==> src/rtl/window_vote_sequencer.sv <==
// Frame-level sequencer above the window-sliding core: launches one frame, tallies
// one-hot class votes per window and reports the majority class at end of frame.
module window_vote_sequencer #(
  parameter int NUM_WINDOWS    = 8325,
  parameter int NUM_CLASSES    = 10,
  parameter int COUNT_WIDTH    = 14,
  parameter int TIMEOUT_CYCLES = 65535,
  parameter int CLS_W          = $clog2(NUM_CLASSES)
) (
  input  logic                   clk,
  input  logic                   rst,
  input  logic                   start,
  input  logic                   abort,
  output logic                   core_start,
  input  logic                   core_done,
  input  logic [NUM_CLASSES-1:0] core_class,
  output logic                   busy,
  output logic [COUNT_WIDTH-1:0] window_cnt,
  output logic                   result_valid,
  output logic [CLS_W-1:0]       result_class,
  output logic [COUNT_WIDTH-1:0] result_votes,
  output logic [2:0]             error
);

  localparam int                     WD_W     = $clog2(TIMEOUT_CYCLES + 1);
  localparam logic [WD_W-1:0]        WD_LAST  = WD_W'(TIMEOUT_CYCLES - 1);
  localparam logic [COUNT_WIDTH-1:0] WIN_LAST = COUNT_WIDTH'(NUM_WINDOWS);
  localparam logic [CLS_W-1:0]       IDX_LAST = CLS_W'(NUM_CLASSES - 1);
  localparam logic [COUNT_WIDTH-1:0] CNT_MAX  = {COUNT_WIDTH{1'b1}};
  localparam logic [NUM_CLASSES-1:0] ONE_V    = NUM_CLASSES'(1);

  typedef enum logic [2:0] {
    S_IDLE   = 3'd0,
    S_LAUNCH = 3'd1,
    S_WAIT   = 3'd2,
    S_TALLY  = 3'd3,
    S_SCAN   = 3'd4,
    S_DONE   = 3'd5
  } state_e;

  function automatic logic is_onehot(input logic [NUM_CLASSES-1:0] v);
    return (v != '0) && ((v & (v - ONE_V)) == '0);
  endfunction

  // Only meaningful for a one-hot vector: ORs the index of every set bit.
  function automatic logic [CLS_W-1:0] onehot_index(input logic [NUM_CLASSES-1:0] v);
    logic [CLS_W-1:0] idx;
    idx = '0;
    for (int i = 0; i < NUM_CLASSES; i++) begin
      idx = idx | (v[i] ? CLS_W'(i) : '0);
    end
    return idx;
  endfunction

  state_e                                  state_q, state_d;
  logic [WD_W-1:0]                         wd_q, wd_d;
  logic [NUM_CLASSES-1:0]                  cls_q, cls_d;
  logic [NUM_CLASSES-1:0][COUNT_WIDTH-1:0] votes_q, votes_d;
  logic [COUNT_WIDTH-1:0]                  win_q, win_d;
  logic [2:0]                              err_q, err_d;
  logic [CLS_W-1:0]                        idx_q, idx_d;
  logic [CLS_W-1:0]                        best_idx_q, best_idx_d;
  logic [COUNT_WIDTH-1:0]                  best_cnt_q, best_cnt_d;
  logic [CLS_W-1:0]                        res_class_q, res_class_d;
  logic [COUNT_WIDTH-1:0]                  res_votes_q, res_votes_d;
  logic [COUNT_WIDTH-1:0]                  win_inc_s;
  logic [CLS_W-1:0]                        vote_idx_s;
  logic [CLS_W-1:0]                        nb_idx_s;
  logic [COUNT_WIDTH-1:0]                  nb_cnt_s;

  // Next-state, tally, watchdog and scan datapath.
  always_comb begin
    state_d     = state_q;
    wd_d        = wd_q;
    cls_d       = cls_q;
    votes_d     = votes_q;
    win_d       = win_q;
    err_d       = err_q;
    idx_d       = idx_q;
    best_idx_d  = best_idx_q;
    best_cnt_d  = best_cnt_q;
    res_class_d = res_class_q;
    res_votes_d = res_votes_q;
    win_inc_s   = win_q + COUNT_WIDTH'(1);
    vote_idx_s  = onehot_index(cls_q);
    nb_idx_s    = best_idx_q;
    nb_cnt_s    = best_cnt_q;

    if ((state_q != S_IDLE) && abort) begin
      state_d = S_IDLE;
    end else begin
      // A done pulse outside WAIT cannot be accepted; IDLE ignores it silently.
      if (core_done && (state_q != S_IDLE) && (state_q != S_WAIT)) begin
        err_d[2] = 1'b1;
      end else begin
        err_d[2] = err_q[2];
      end

      case (state_q)
        S_IDLE: begin
          if (start) begin
            state_d    = S_LAUNCH;
            votes_d    = '0;
            win_d      = '0;
            err_d      = 3'b000;
            wd_d       = '0;
            idx_d      = '0;
            best_idx_d = '0;
            best_cnt_d = '0;
          end else begin
            state_d = S_IDLE;
          end
        end
        S_LAUNCH: state_d = S_WAIT;
        S_WAIT: begin
          if (core_done) begin
            cls_d   = core_class;
            wd_d    = '0;
            state_d = S_TALLY;
          end else if (wd_q == WD_LAST) begin
            err_d[0] = 1'b1;
            state_d  = S_SCAN;
          end else begin
            wd_d = wd_q + WD_W'(1);
          end
        end
        S_TALLY: begin
          win_d = win_inc_s;
          if (is_onehot(cls_q)) begin
            if (votes_q[vote_idx_s] != CNT_MAX) begin
              votes_d[vote_idx_s] = votes_q[vote_idx_s] + COUNT_WIDTH'(1);
            end else begin
              votes_d[vote_idx_s] = votes_q[vote_idx_s];
            end
          end else begin
            err_d[1] = 1'b1;
          end
          if (win_inc_s == WIN_LAST) begin
            state_d = S_SCAN;
          end else begin
            state_d = S_WAIT;
          end
        end
        S_SCAN: begin
          // Strictly-greater replacement keeps the lowest index on ties.
          if (votes_q[idx_q] > best_cnt_q) begin
            nb_idx_s = idx_q;
            nb_cnt_s = votes_q[idx_q];
          end else begin
            nb_idx_s = best_idx_q;
            nb_cnt_s = best_cnt_q;
          end
          best_idx_d = nb_idx_s;
          best_cnt_d = nb_cnt_s;
          if (idx_q == IDX_LAST) begin
            res_class_d = nb_idx_s;
            res_votes_d = nb_cnt_s;
            state_d     = S_DONE;
          end else begin
            idx_d = idx_q + CLS_W'(1);
          end
        end
        S_DONE:  state_d = S_IDLE;
        default: state_d = S_IDLE;
      endcase
    end
  end

  // State and datapath registers.
  always_ff @(posedge clk or negedge rst) begin
    if (!rst) begin
      state_q     <= S_IDLE;
      wd_q        <= '0;
      cls_q       <= '0;
      votes_q     <= '0;
      win_q       <= '0;
      err_q       <= 3'b000;
      idx_q       <= '0;
      best_idx_q  <= '0;
      best_cnt_q  <= '0;
      res_class_q <= '0;
      res_votes_q <= '0;
    end else begin
      state_q     <= state_d;
      wd_q        <= wd_d;
      cls_q       <= cls_d;
      votes_q     <= votes_d;
      win_q       <= win_d;
      err_q       <= err_d;
      idx_q       <= idx_d;
      best_idx_q  <= best_idx_d;
      best_cnt_q  <= best_cnt_d;
      res_class_q <= res_class_d;
      res_votes_q <= res_votes_d;
    end
  end

  assign core_start   = (state_q == S_LAUNCH);
  assign result_valid = (state_q == S_DONE);
  assign busy         = (state_q != S_IDLE);
  assign window_cnt   = win_q;
  assign result_class = res_class_q;
  assign result_votes = res_votes_q;
  assign error        = err_q;

endmodule

==> config.mk <==
export PLATFORM = sky130hd
export DESIGN_NAME = window_vote_sequencer
export DESIGN_NICKNAME = d
export VERILOG_FILES = /design/src/rtl/window_vote_sequencer.sv
export SDC_FILE = /design/constraint.sdc
export NUM_CORES = 1
export LEC_CHECK = 0
export CAP_MARGIN = 15
export CORE_MARGIN = 5
export CORE_UTILIZATION = 63
export CTS_BUF_LIST = sky130_fd_sc_hd__clkbuf_8
export CTS_CLUSTER_SIZE = 8
export DETAILED_ROUTE_END_ITERATION = 10
export PLACE_DENSITY = 0.8
export SYNTH_ARGS = -nofsm -noshare
export SYNTH_HDL_FRONTEND = slang
export SYNTH_SLANG_ARGS = --single-unit
==> constraint.sdc <==
create_clock -name clk -period 5.5 [get_ports clk]
set_input_delay 0.55 -clock clk [delete_from_list [all_inputs] [get_ports clk]]
set_output_delay 0.55 -clock clk [all_outputs]
set_load 0.1 [all_outputs]
==> results of run 1 <==
[per-stage QoR]
stage          setup WS, ps  power (µW)  instances
5_1_grt                 623        6230       1678
3_5_place_dp           1080        4350       1613
3_3_place_gp           1270        4320       1613
4_1_cts                1050        5920       1678
6_report                911        6020       1679
2_1_floorplan           979        3530       1346
[layout make-up]
class	instances	area, µm²
Inverter	37	139
Timing Repair Buffer	86	806
Tap cell	265	332
Clock inverter	10	42.5
Fill cell	1494	5400
Sequential cell	226	5660
Clock buffer	55	757
Antenna cell	1	2.50
Multi-Input combinational cell	999	6390
[cells by family (layout without fill, tap and decap cells)]
| family | Yosys count | after routing | synth area share |
|---|---|---|---|
| adders and majority gates | 21 | 21 | 0.0210 |
| buffers and inverters | 121 | 188 | 0.0392 |
| and+or+nand+nor | 462 | 462 | 0.169 |
| muxes | 94 | 94 | 0.106 |
| AOI/OAI and AO/OA | 395 | 395 | 0.194 |
| DFF | 226 | 226 | 0.452 |
| other | 0 | 1 | 0 |
| xor gates and xnor gates | 27 | 27 | 0.0195 |
[layout by cell type, fill, tap and decap left out, types with 6 or more instances in the layout]
| cell type | netlist | routed |
|---|---|---|
| nand4_1 | 12 | 12 |
| buf_4 | 5 | 32 |
| nand3_1 | 22 | 22 |
| mux2i_1 | 39 | 39 |
| a221oi_1 | 21 | 21 |
| clkbuf_8 | 0 | 55 |
| a32oi_1 | 9 | 9 |
| mux2_2 | 26 | 26 |
| mux4_2 | 28 | 28 |
| nor3_1 | 30 | 28 |
| o21ai_1 | 25 | 26 |
| clkdlybuf4s50_1 | 0 | 51 |
| o21a_1 | 6 | 6 |
| o21ai_0 | 188 | 187 |
| xnor2_1 | 12 | 12 |
| or3_1 | 10 | 9 |
| nor2_1 | 73 | 73 |
| nand2_1 | 252 | 252 |
| dfrtp_1 | 226 | 225 |
| a211oi_1 | 20 | 20 |
| ha_1 | 21 | 21 |
| nor4_1 | 8 | 8 |
| o22ai_1 | 17 | 17 |
| a21oi_1 | 42 | 42 |
| a22o_1 | 24 | 24 |
| xor2_1 | 14 | 14 |
| inv_1 | 37 | 43 |
[worst paths after layout]
| kind | slack (ps) | endpoint | startpoint | cells after the start |
|---|---|---|---|---|
| max | 910 | votes_q[57] | cls_q[3] | 12 |
| min reg2reg | 470 | result_votes[5] | result_votes[5] | 2 |
| min in group clk | 470 | result_votes[5] | result_votes[5] | 2 |
| max in group asynchronous | 4270 | votes_q[14] | rst | 2 |
| max reg2reg | 910 | votes_q[57] | cls_q[3] | 12 |
| min | 90 | wd_q[8] | rst | 1 |
[flip-flops by register name, summed over array words and instances, names as in the netlist]
| signal | count |
|---|---|
| votes_q | 140 |
| wd_q | 16 |
| best_cnt_q | 14 |
| result_votes | 14 |
| window_cnt | 14 |
| cls_q | 10 |
| best_idx_q | 4 |
| idx_q | 4 |
| result_class | 4 |
| error | 3 |
| state_q | 3 |
[report_power, final]
| group | switching, µW | internal (µW) |
|---|---|---|
| combinational | 1830 | 724 |
| clock | 691 | 879 |
| sequential | 164 | 1730 |
| total | 2680 | 3340 |
[worst max-delay path: stages (launching register included)]
cell      delay (ps)
dfrtp_1          480
nor4_4           710
nand2_1          420
o21ai_0          340
o22ai_1          170
inv_1            120
ha_1             190
o221ai_1         210
nor4_4           260
nand2_2          220
nor3_4           550
mux2i_2          610
o21ai_1          160
[metal layers]
metal	global-route usage	part of all wire
met5	0	0
met3	0.103	0.13
met1	0.476	0.37
met4	0.163	0.055
met2	0.551	0.45
==> results.yml, run 1 <==
cts:
  hold_buffers: 0
  root_buffer: "clkbuf_8"
  numCtsBuffers: 39
  cts_sinks: 226
  clkSlewWorstSetupHoldPaths_ps: 60
  post-cts-setup-buffers: 0
  h-tree-depth: 2
  clock_path_buffers: 3
  cts_resized: 0
  cts_tree: "done"
  clk_latency_ps: 550
floorplan:
  die_y_um: 151
  rows: 51
  io_pins: 53
  core-area_um2: 19500
  fp.dieW_um: 151
  die-area_um2: 22800
  start_util: 0.641
synth:
  synth.yosys.seq_area_share: 0.452
  synth_area_leaders: "dfrtp_1, nand2_1, o21ai_0"
  synth_largest_area_cell: "dfrtp_1"
  synth_edf_count: 0
  ys.warnings.count: 0
  synth_most_common_cell: "nand2_1"
  synthFlopType: "dfrtp_1"
  syn_avg_cell_area_um2: 9.30
  netlist_area_um2: 12500
  synth_top_area_share: 0.452
  syn_inst: 1346
  synth_top_cells_by_count: "nand2_1, dfrtp_1, o21ai_0"
  synth-seq-cells: 226
  synth_cell_types: 72
  async_flop_share: 1.00
  syn_nets: 1382
setup_path:
  cp_max_fo: 10
  crit_type: "flip-flop to flip-flop"
  cp.required_ps: 5900
  cp-start-kind: "flip-flop"
  crit_arrival_ps: 4990
  critPathCaptureType: "flip-flop"
placed_design:
  portBuffers: 52
  gp_congestion: 1.00
  dp_hpwl_um: 26800
  dpl-instance-area_um2: 13300
global_routing:
  grt_max_degree: 115
  grt_pass1_vias: 11200
  antenna_found_initial: 0
  track_usage: 0.359
  overflow: 0
  grt_pass1_wl_um: 62800
route:
  ant_nets: 0
  vias: 11600
  drc: 0
  wire_per_inst_um: 23.8
  drt_pre_antenna_iters: 9
  drt-vias-per-instance: 6.90
  routed_wl_um: 39900
  detail_route.iter0.violations: 1320
sta:
  setup-tns-final_ps: 0
  drv_slew: 0
  finalCriticalPeriod_ps: 4590
  hold_violations: 0
  slew_headroom: 0.236
  fmax_mhz: 218
  clock_skew_ps: 28.1
  holdWs_ps: 93.1
  rsz0062_at_grt: "false"
  finalCritPeriodShare: 0.834
  worst-slew-pin-transition_ps: 1140
  finalSetupViolCount: 0
layout:
  final_area_um2: 14100
  nNetsFinal: 1425
  fin_util: 0.723
  area_delta_synth_final_pct: 12.9
  drive_gt1_frac: 0.127
pwr:
  leakagePower_uw: 0.00603
  peakVddDrop_v: 0.000242
  power_density_nw_per_um2: 426
job:
  maxCapViolations: 0
run_status:
  outcome: "finished, final reports clean"
min_path:
  hp-class: "input pin to asynchronous set/reset pin"
(Power assumes the default switching activity.)
==> inputs of run 2 (changes only) <==
==> constraint.sdc (replaced) <==
create_clock -name clk -period 4.5 [get_ports clk]
set_input_delay 0.45 -clock clk [delete_from_list [all_inputs] [get_ports clk]]
set_output_delay 0.45 -clock clk [all_outputs]
set_load 0.1 [all_outputs]
==> results.yml, run 2 (synthesized netlist as in run 1, its figures left out) <==
route:
  wire_per_inst_um: 23.3
  detail_route.iter0.violations: 1703
  routed_wl_um: 39600
  drc: 0
  drt_pre_antenna_iters: 8
  vias: 11600
  ant_nets: 0
  drt-vias-per-instance: 6.82
cts:
  root_buffer: "clkbuf_8"
  clkSlewWorstSetupHoldPaths_ps: 60
  h-tree-depth: 2
  numCtsBuffers: 39
  hold_buffers: 0
  post-cts-setup-buffers: 0
  clock_path_buffers: 3
  cts_resized: 0
  cts_tree: "done"
  cts_sinks: 226
  clk_latency_ps: 550
setup_path:
  critPathCaptureType: "flip-flop"
  cp_common_cell: "buf_4"
  cp.required_ps: 4860
  cp-start-kind: "flip-flop"
  cpPeakStageDelay_ps: 790
  cp_max_fo: 12
  crit_arrival_ps: 4540
  critPathSlowestCell: "a21oi_1"
  timing.rr.start: "cls_q[5]"
  crit_type: "flip-flop to flip-flop"
  r2r-end: "votes_q[58]"
  ff2ff_setup_slack_ps: 320
  r2r_cells: 12
  path_cells: "buf_4 > nor4_4 > nand2_1 > buf_4 > or3_1 > o211ai_1 > nor3_2 > nand2_2 > nor3_4 > buf_4 > a21oi_1 > o21ai_0"
layout:
  largest_register_ffs: 140
  area_delta_synth_final_pct: 14.0
  largest-register: "votes_q"
  drive_gt1_frac: 0.135
  top_regs: "votes_q (140), wd_q (16)"
  nNetsFinal: 1441
  final_cell_mix: "nand2_1, dfrtp_1, o21ai_0"
  antennaDiodeCount: 0
  final_common_cell: "nand2_1"
  fillers: 1492
  fin_cells: 1697
floorplan:
  rows: 51
  fp.dieW_um: 151
  die_y_um: 151
  io_pins: 53
  start_util: 0.641
  die-area_um2: 22800
  core-area_um2: 19500
sta:
  finalSetupViolCount: 0
  slew_headroom: 0.291
  fmax_mhz: 239
  hold_violations: 0
  worst-slew-pin-transition_ps: 1060
  setup-tns-final_ps: 0
  setup_slack_ps: 318
  clock_skew_ps: 25.8
  finalCritPeriodShare: 0.929
  finalCriticalPeriod_ps: 4180
  rsz0062_at_grt: "false"
  drv_slew: 0
placed_design:
  dp_hpwl_um: 26700
  portBuffers: 52
  gp_congestion: 1.09
  pre_cts_ws_ps: 296
  dp_cells: 1628
global_routing:
  track_usage: 0.356
  grt_pass1_wl_um: 62500
  grt_pass1_vias: 11300
  overflow: 0
  antenna_found_initial: 0
  grt_max_degree: 143
pwr:
  peakVddDrop_v: 0.000492
  power_density_nw_per_um2: 520
  leakagePower_uw: 0.00613
run_status:
  outcome: "finished, final reports clean"
min_path:
  hp-class: "input pin to asynchronous set/reset pin"
job:
  maxCapViolations: 0
## run 2: report_power, final
part | switching, µW | internal [µW] | leakage [µW]
clock | 846 | 1060 | 0.000459
combinational | 2300 | 930 | 0.00258
sequential | 165 | 2120 | 0.00309
total | 3310 | 4110 | 0.00613
## run 2: cell type report
type / count / area [µm²] / share of cell area
flip-flops and latches: 226 / 5660 / 0.396
multi-input cells: 999 / 6390 / 0.448
repair buffers: 102 / 955 / 0.0669
well taps: 265 / 332 / 0.0232
clock buffers: 54 / 743 / 0.0521
inverters: 37 / 139 / 0.00973
clock inverters: 14 / 56.3 / 0.00394
## run 2: worst max-delay path: cells and delay by family, from the launching register on
family,cells,cell delay (ps)
flops,1,370
simple gates,6,1610
compound gates,3,1330
buf+inv,3,650
## run 2: how the worst max path moves through the flow
stage                   from         endpoint  slack (ps)  cells past startpoint
floorplan           idx_q[0]  result_class[0]         100                     16
global placement    idx_q[0]    best_idx_q[2]         370                     12
detailed placement  idx_q[0]    best_idx_q[2]         300                     13
CTS                 idx_q[0]    best_idx_q[2]         280                     13
global route        idx_q[0]    best_idx_q[1]          80                     13
finish              cls_q[5]      votes_q[58]         320                     12
## run 2: metrics by stage
stage | util | hold WS, ps | power, µW | cell area (µm²)
CTS | 0.730 | 107 | 7310 | 14300
finish | 0.731 | 76.4 | 7420 | 14300
detailed placement | 0.689 | 469 | 5400 | 13500
global placement | 0.689 | 462 | 5360 | 13500
floorplan | - | 154 | 4320 | 12500
global route | 0.731 | 162 | 7690 | 14300
## run 2: routing by layer
metal	up-vias	GRT usage	part of all wire
li1	5013	-	-
met1	5556	0.479	0.37
met2	816	0.525	0.44
met3	193	0.102	0.13
met4	0	0.188	0.060
met5	-	0	0
